`src/rtl/nv_blkbox_src_gen_pkg.sv`:
```
// ----------------------------------------------------------------------------
// nv_blkbox_src_pkg
// Shared types and constants for the blackbox pattern source.
//   src_mode_e  : per-channel pattern selector (CONST / INCR / LFSR / WALK1)
//   src_state_e : burst controller states (IDLE / RUN / DONE)
//   SRC_LFSR_TAPS_DFLT : default Galois tap mask for 8-bit lanes
// ----------------------------------------------------------------------------
package nv_blkbox_src_pkg;

    typedef enum logic [1:0] {
        SRC_CONST = 2'd0,
        SRC_INCR  = 2'd1,
        SRC_LFSR  = 2'd2,
        SRC_WALK1 = 2'd3
    } src_mode_e;

    typedef enum logic [1:0] {
        IDLE = 2'd0,
        RUN  = 2'd1,
        DONE = 2'd2
    } src_state_e;

    localparam logic [7:0] SRC_LFSR_TAPS_DFLT = 8'hB8;

endpackage

```
`src/rtl/nv_blkbox_src_gen_if.sv`:
```
// ----------------------------------------------------------------------------
// nv_blkbox_src_gen_if
// Valid/ready pattern stream leaving the blackbox source.
//   dout       : NCH lanes of DW bits, lane c at [DW*c +: DW]
//   dout_valid : beat valid (driven by the source)
//   dout_ready : downstream accept (driven by the sink)
// master modport = source side, slave modport = sink side.
// ----------------------------------------------------------------------------
interface nv_blkbox_src_gen_if #(
    parameter int DW  = 8,
    parameter int NCH = 4
);

    logic [NCH*DW-1:0] dout;
    logic              dout_valid;
    logic              dout_ready;

    modport master (
        output dout,
        output dout_valid,
        input  dout_ready
    );

    modport slave (
        input  dout,
        input  dout_valid,
        output dout_ready
    );

endinterface

```
`src/rtl/nv_blkbox_src_gen_lane.sv`:
```
// ----------------------------------------------------------------------------
// nv_blkbox_src_lane
// One channel's pattern register.
//   clk, rst : clock and synchronous active-high reset
//   clear    : force the lane back to zero (end of burst / abort)
//   load     : capture mode and seed, present the first beat
//   advance  : step to the next pattern value (beat accepted)
//   mode     : pattern selector, sampled on load only
//   seed     : constant / seed value, sampled on load only
//   value    : registered lane output
// Priority when several controls are high: clear > load > advance.
// ----------------------------------------------------------------------------
module nv_blkbox_src_lane
    import nv_blkbox_src_pkg::*;
#(
    parameter int              DW        = 8,
    parameter logic [DW-1:0]   LFSR_TAPS = DW'(SRC_LFSR_TAPS_DFLT)
) (
    input  logic          clk,
    input  logic          rst,
    input  logic          clear,
    input  logic          load,
    input  logic          advance,
    input  src_mode_e     mode,
    input  logic [DW-1:0] seed,
    output logic [DW-1:0] value
);

    localparam logic [DW-1:0] ONE    = {{(DW-1){1'b0}}, 1'b1};
    // DW always fits in DW bits, so the modulus can stay lane-width
    localparam logic [DW-1:0] DW_MOD = DW'(DW);

    src_mode_e     mode_q,  mode_d;
    logic [DW-1:0] value_q, value_d;
    logic [DW-1:0] first_val;
    logic [DW-1:0] next_val;
    logic [DW-1:0] walk_pos;

    // First beat of a burst, derived from the live seed at load time.
    // LFSR never starts in the all-zero lock-up state.
    always_comb begin
        walk_pos = seed % DW_MOD;
        case (mode)
            SRC_LFSR:  first_val = (seed == '0) ? ONE : seed;
            SRC_WALK1: first_val = ONE << walk_pos;
            default:   first_val = seed;
        endcase
    end

    // Next value after an accepted beat, using the mode captured at load.
    always_comb begin
        case (mode_q)
            SRC_INCR:  next_val = value_q + ONE;
            SRC_LFSR:  next_val = value_q[0] ? ((value_q >> 1) ^ LFSR_TAPS)
                                             : (value_q >> 1);
            SRC_WALK1: next_val = {value_q[DW-2:0], value_q[DW-1]};
            default:   next_val = value_q;
        endcase
    end

    always_comb begin
        mode_d  = mode_q;
        value_d = value_q;
        if (clear) begin
            mode_d  = SRC_CONST;
            value_d = '0;
        end else if (load) begin
            mode_d  = mode;
            value_d = first_val;
        end else if (advance) begin
            value_d = next_val;
        end
    end

    always_ff @(posedge clk) begin
        if (rst) begin
            mode_q  <= SRC_CONST;
            value_q <= '0;
        end else begin
            mode_q  <= mode_d;
            value_q <= value_d;
        end
    end

    assign value = value_q;

endmodule

```
`src/rtl/nv_blkbox_src_gen.sv`:
```
// ----------------------------------------------------------------------------
// nv_blkbox_src_gen
// Multi-channel tie-off / stimulus source. Drives zero while idle; a start
// pulse launches a burst of cfg_len+1 beats of per-channel patterns on a
// valid/ready stream.
//   nvdla_core_clk, nvdla_core_rst : clock, synchronous active-high reset
//   cfg_mode  : per-channel mode, channel c at [2c+1:2c]
//   cfg_value : per-channel seed/constant, channel c at [DW*c +: DW]
//   cfg_len   : burst length minus one
//   start     : burst request (honoured in IDLE only)
//   abort     : drop the active burst without a done pulse
//   src       : dout / dout_valid / dout_ready stream (master side)
//   busy      : high while a burst is running
//   done      : one-cycle pulse after a normally completed burst
// All outputs come straight from flops.
// ----------------------------------------------------------------------------
module nv_blkbox_src_gen
    import nv_blkbox_src_pkg::*;
#(
    parameter int            DW        = 8,
    parameter int            NCH       = 4,
    parameter int            LENW      = 8,
    parameter logic [DW-1:0] LFSR_TAPS = DW'(SRC_LFSR_TAPS_DFLT)
) (
    input  logic                 nvdla_core_clk,
    input  logic                 nvdla_core_rst,
    input  logic [NCH*2-1:0]     cfg_mode,
    input  logic [NCH*DW-1:0]    cfg_value,
    input  logic [LENW-1:0]      cfg_len,
    input  logic                 start,
    input  logic                 abort,
    nv_blkbox_src_gen_if.master  src,
    output logic                 busy,
    output logic                 done
);

    src_state_e        state_q, state_d;
    logic [LENW-1:0]   cnt_q,   cnt_d;
    logic [LENW-1:0]   len_q,   len_d;
    logic              valid_q, valid_d;
    logic              busy_q,  busy_d;
    logic              done_q,  done_d;

    logic              lane_clear;
    logic              lane_load;
    logic              lane_advance;
    logic              accept;
    logic [NCH*DW-1:0] lane_dout;

    assign accept = valid_q & src.dout_ready;

    // Burst controller. Output flags are computed for the next state so they
    // can be registered alongside it. Abort is checked before the final
    // accept so that it wins when both land in the same cycle; leaving RUN by
    // either path clears the lanes so dout reads zero from the next cycle.
    always_comb begin
        state_d      = state_q;
        cnt_d        = cnt_q;
        len_d        = len_q;
        valid_d      = 1'b0;
        busy_d       = 1'b0;
        done_d       = 1'b0;
        lane_clear   = 1'b0;
        lane_load    = 1'b0;
        lane_advance = 1'b0;
        case (state_q)
            IDLE: begin
                if (start) begin
                    lane_load = 1'b1;
                    cnt_d     = '0;
                    len_d     = cfg_len;
                    state_d   = RUN;
                    valid_d   = 1'b1;
                    busy_d    = 1'b1;
                end
            end
            RUN: begin
                if (abort) begin
                    lane_clear = 1'b1;
                    cnt_d      = '0;
                    state_d    = IDLE;
                end else if (accept && (cnt_q == len_q)) begin
                    lane_clear = 1'b1;
                    cnt_d      = '0;
                    state_d    = DONE;
                    done_d     = 1'b1;
                end else begin
                    if (accept) begin
                        lane_advance = 1'b1;
                        cnt_d        = cnt_q + LENW'(1);
                    end
                    valid_d = 1'b1;
                    busy_d  = 1'b1;
                end
            end
            DONE: begin
                state_d = IDLE;
            end
            default: begin
                state_d = IDLE;
            end
        endcase
    end

    always_ff @(posedge nvdla_core_clk) begin
        if (nvdla_core_rst) begin
            state_q <= IDLE;
            cnt_q   <= '0;
            len_q   <= '0;
            valid_q <= 1'b0;
            busy_q  <= 1'b0;
            done_q  <= 1'b0;
        end else begin
            state_q <= state_d;
            cnt_q   <= cnt_d;
            len_q   <= len_d;
            valid_q <= valid_d;
            busy_q  <= busy_d;
            done_q  <= done_d;
        end
    end

    // One pattern register per channel; each latches its own slice of the
    // configuration on load so later cfg changes do not disturb the burst.
    for (genvar c = 0; c < NCH; c++) begin : g_lane
        nv_blkbox_src_lane #(
            .DW        (DW),
            .LFSR_TAPS (LFSR_TAPS)
        ) u_lane (
            .clk     (nvdla_core_clk),
            .rst     (nvdla_core_rst),
            .clear   (lane_clear),
            .load    (lane_load),
            .advance (lane_advance),
            .mode    (src_mode_e'(cfg_mode[2*c+1:2*c])),
            .seed    (cfg_value[DW*c +: DW]),
            .value   (lane_dout[DW*c +: DW])
        );
    end

    assign src.dout       = lane_dout;
    assign src.dout_valid = valid_q;
    assign busy           = busy_q;
    assign done           = done_q;

endmodule

```
`src/flat_wrapper.sv`:
```
// flat-port wrapper written by rule: the top's interface ports become plain ports
module nv_blkbox_src_gen_flat import nv_blkbox_src_pkg::*;
#(
    parameter int            DW        = 8,
    parameter int            NCH       = 4,
    parameter int            LENW      = 8,
    parameter logic [DW-1:0] LFSR_TAPS = DW'(SRC_LFSR_TAPS_DFLT)
)
  (nvdla_core_clk, nvdla_core_rst, cfg_mode, cfg_value, cfg_len, start, abort, busy, done, src_dout, src_dout_valid, src_dout_ready);
  nv_blkbox_src_gen_if #(.DW(DW), .NCH(NCH)) src_i ();
  input  logic nvdla_core_clk;
  input  logic nvdla_core_rst;
  input  logic [NCH*2-1:0] cfg_mode;
  input  logic [NCH*DW-1:0] cfg_value;
  input  logic [LENW-1:0] cfg_len;
  input  logic start;
  input  logic abort;
  output logic busy;
  output logic done;
  output wire logic [$bits(src_i.dout)-1:0] src_dout;
  output wire logic [$bits(src_i.dout_valid)-1:0] src_dout_valid;
  input wire logic [$bits(src_i.dout_ready)-1:0] src_dout_ready;
  assign src_dout = src_i.dout;
  assign src_dout_valid = src_i.dout_valid;
  assign src_i.dout_ready = src_dout_ready;
  nv_blkbox_src_gen #(.DW(DW), .NCH(NCH), .LENW(LENW), .LFSR_TAPS(LFSR_TAPS)) u_core (.nvdla_core_clk(nvdla_core_clk), .nvdla_core_rst(nvdla_core_rst), .cfg_mode(cfg_mode), .cfg_value(cfg_value), .cfg_len(cfg_len), .start(start), .abort(abort), .src(src_i), .busy(busy), .done(done));
endmodule
```
`config.mk`:
```
export PLATFORM = sky130hd
export DESIGN_NAME = nv_blkbox_src_gen_flat
export DESIGN_NICKNAME = d
export VERILOG_FILES = /design/src/rtl/nv_blkbox_src_gen_pkg.sv /design/src/rtl/nv_blkbox_src_gen_if.sv /design/src/rtl/nv_blkbox_src_gen_lane.sv /design/src/rtl/nv_blkbox_src_gen.sv /design/src/flat_wrapper.sv
export SDC_FILE = /design/constraint.sdc
export NUM_CORES = 1
export LEC_CHECK = 0
export ABC_AREA = 1
export CORE_MARGIN = 4
export CORE_UTILIZATION = 54
export CTS_BUF_LIST = sky130_fd_sc_hd__clkbuf_16
export CTS_CLUSTER_DIAMETER = 30
export DETAILED_ROUTE_END_ITERATION = 6
export PLACE_DENSITY = 0.82
export SLEW_MARGIN = 20
export SYNTH_ARGS = -nofsm -noshare
export SYNTH_HDL_FRONTEND = slang
export SYNTH_SLANG_ARGS = --single-unit
```
`constraint.sdc`:
```
create_clock -name nvdla_core_clk -period 1.9 [get_ports nvdla_core_clk]
set_input_delay 0.19 -clock nvdla_core_clk [delete_from_list [all_inputs] [get_ports nvdla_core_clk]]
set_output_delay 0.19 -clock nvdla_core_clk [all_outputs]
set_load 0.005 [all_outputs]
```
==> impl_metrics.tcl <==
set metrics [dict create \
    outcome "finished clean" \
    grt_pass1_vias 5401 \
    vias_per_cell 5.686 \
    die-height_um 101.5 \
    ys_seq_area_share_pct 25.44 \
    core_area_sq_um 8341 \
    htree_num_levels 3 \
    finalHoldViolations 0 \
    yosys.area.top_type "dfxtp_1" \
    maxCapViolCount 0 \
    r2r_end "u_core.g_lane[0].u_lane.value[0]$_SDFFE_PP0P_" \
    synth_ff_type "dfxtp_1" \
    die-width_um 101.5 \
    overflow 0 \
    power_density_nw_per_um2 689.5 \
    post_cts_buffers 0 \
    die_area_sq_um 10300 \
    start_util_pct 56.62 \
    first_pass_iters 5 \
    yosys-top-cells-area "dfxtp_1 25%, nand2_1 19%, nand3_1 7.8%" \
    antenna_left 0 \
    antenna_found_initial 0 \
    synth-edff-count 0 \
    clk_pin_slew_ns 0.06 \
    clock.fmax_mhz 573.0 \
    antenna_cells 0 \
    gp_congestion 0.9835 \
    mostFrequentLayoutCell "nand2_1" \
    worst_pin_slew_ns 0.4028 \
    post-route-util_pct 74.15 \
    tns_ns 0 \
    ys_types 36 \
    io_pins 88 \
    netlist_area_sq_um 4722 \
    clockBufferDepth 2 \
    rsz0062_at_grt "false" \
    numCtsBuffers 9 \
    r2r_start "u_core.cnt_q[0]$_SDFFE_PP0P_" \
    post_cts_resized 0 \
    holdBufCountCts 0 \
    cts_root_buffer "clkbuf_16" \
    crit_path_start "u_core.cnt_q[0]$_SDFFE_PP0P_" \
    fin_crit_ns 1.745 \
    clock_latency_ns 0.33 \
    report.final.slew_viol_count 0 \
    syn_inst 782 \
    syn-num-nets 846 \
    drt-total-wl_mm 14.55 \
    ir_worst_vdd_v 0.0004534 \
    crit_path_end "u_core.g_lane[0].u_lane.value[0]$_SDFFE_PP0P_" \
    vias 5680 \
    grt_first_pass_wirelength_mm 24.52 \
    wl_per_cell_um 14.57 \
    fin_crit_sh_pct 91.86 \
    final_nets 953 \
    yosysWarnings 0 \
    finalSetupViolCount 0 \
    portBuffers 87 \
    arrival_ns 1.96 \
    final_cell_mix "239 x nand2_1, 91 x inv_1, 87 x clkdlybuf4s50_1" \
    drtIter0Drc 340 \
    worstPathRequired_ns 2.11 \
    cts_tree "built" \
    hold_path.class "reg -> reg" \
    p_leak_nw 2.711 \
    core.rowCount 33 \
    async_flop_share_pct 0 \
    worstSetupPathType "reg -> reg" \
    groute.usage.overall_pct 28.95 \
    synth.avg_cell_area_sq_um 6.038 \
    slew_headroom_pct 73.11 \
    hpwlAfterDp_mm 10.98 \
    area_growth_pct 30.98 \
    cts.sinks 60 \
    cp-end-kind "flip-flop" \
    r2r.worst_path.cells 13 \
    r2r_slack_ns 0.15 \
    synth_seq_cells 60 \
    drive_gt1_share_pct 10.18 \
    drcViolationCount 0 \
    cp-start-kind "flip-flop" \
    finalClockSkew_ns 0.008345 \
    grt_max_degree 41 \
    crit_fanout 11 \
    yosysTopAreaCellShare_pct 25.44 \
]
[where the power goes]
| group | switching [mW] | leakage (nW) | internal (mW) | total [mW] |
|---|---|---|---|---|
| Clock | 0.648 | 0.142 | 1.02 | 1.67 |
| Sequential | 0.105 | 0.492 | 1.34 | 1.44 |
| Combinational | 0.639 | 2.08 | 0.512 | 1.15 |
[critical path, stage by stage (launching register included)]
cell and delay, ns:
dfxtp_1 0.35, inv_1 0.09, nand2_1 0.05, nand2_1 0.05
nand2_1 0.08, nor2_2 0.21, nand2_4 0.10, nand2_4 0.08
nand2_4 0.10, buf_12 0.18, nand2_2 0.15, nand2_1 0.07
nand2_1 0.07, nor2_1 0.03
[flip-flops by register name (all words and copies together) (netlist names)]
register,count
u_core.cnt_q,8
u_core.done,1
u_core.g_lane.u_lane.mode_q,8
u_core.g_lane.u_lane.value,32
u_core.len_q,8
u_core.src.dout_valid,1
u_core.state_q,2
[synthesized netlist by cell type (3+ instances only)]
cell type,count
nand3_2,11
inv_2,5
buf_2,8
buf_4,4
xor2_1,6
or2_2,3
clkbuf_1,3
o21bai_1,7
nand2_1,239
nand2_4,5
o22ai_1,21
inv_1,91
xnor2_1,5
a21oi_2,11
nand4_1,7
ha_1,11
o31ai_1,6
o21ai_0,48
nor2_1,75
o221ai_1,4
nor2_2,3
a21oi_1,50
nand2_2,5
dfxtp_1,60
nand3_1,74
a22oi_1,4
[layer usage]
layer  GRT usage (%)  up-vias  part of all wire [%]
met2           47.38      303                    47
met4           8.384        0                   1.4
li1                -     2796                     -
met5               0        -                     0
met3           5.647       27                   8.4
met1           38.75     2554                    44
[metrics by stage]
| stage | setup slack [ns] | total power, mW | cells | cell area (sq um) | hold slack (ns) |
|---|---|---|---|---|---|
| 2_1_floorplan | 0.4498 | 2.102 | 782 | 4722 | 0.2591 |
| 3_3_place_gp | 0.06090 | 2.571 | 983 | 5881 | 0.4554 |
| 3_5_place_dp | 0.02206 | 2.592 | 983 | 5881 | 0.4668 |
| 4_1_cts | 0.1289 | 4.252 | 999 | 6182 | 0.4770 |
| 5_1_grt | 0.03503 | 4.478 | 999 | 6185 | 0.5118 |
| 6_report | 0.1547 | 4.265 | 999 | 6185 | 0.4734 |
[cell families after synthesis]
group	Yosys count	share of synthesized area, %
AOI/OAI and AO/OA	156	19.50
and+or+nand+nor	429	39.75
adders and majority gates	11	2.915
xor gates and xnor gates	11	2.040
DFF	60	25.44
buffers and inverters	115	10.36
[worst min path at each step]
stage | startpoint | endpoint | slack, ns | cells after the start
after floorplan | nvdla_core_rst | u_core.src.dout_valid$_SDFF_PP0_ | 0.26 | 1
after global placement | u_core.len_q[0]$_SDFFE_PP0P_ | u_core.len_q[0]$_SDFFE_PP0P_ | 0.46 | 2
after detailed placement | u_core.len_q[0]$_SDFFE_PP0P_ | u_core.len_q[0]$_SDFFE_PP0P_ | 0.47 | 2
after CTS | u_core.len_q[0]$_SDFFE_PP0P_ | u_core.len_q[0]$_SDFFE_PP0P_ | 0.48 | 2
after global routing | cfg_mode[6] | u_core.g_lane[3].u_lane.mode_q[0]$_SDFFE_PP0P_ | 0.51 | 3
final | u_core.len_q[2]$_SDFFE_PP0P_ | u_core.len_q[2]$_SDFFE_PP0P_ | 0.47 | 2
[final cells by class]
class | count | area [sq um]
Timing Repair Buffer | 115 | 1156
Sequential cell | 60 | 1204
Fill cell | 684 | 2156
Multi-Input combinational cell | 607 | 3032
Clock inverter | 7 | 76.32
Tap cell | 105 | 131.4
Clock buffer | 9 | 225.2
Inverter | 96 | 360.3
No activity file was read; power rests on OpenSTA's default activity.
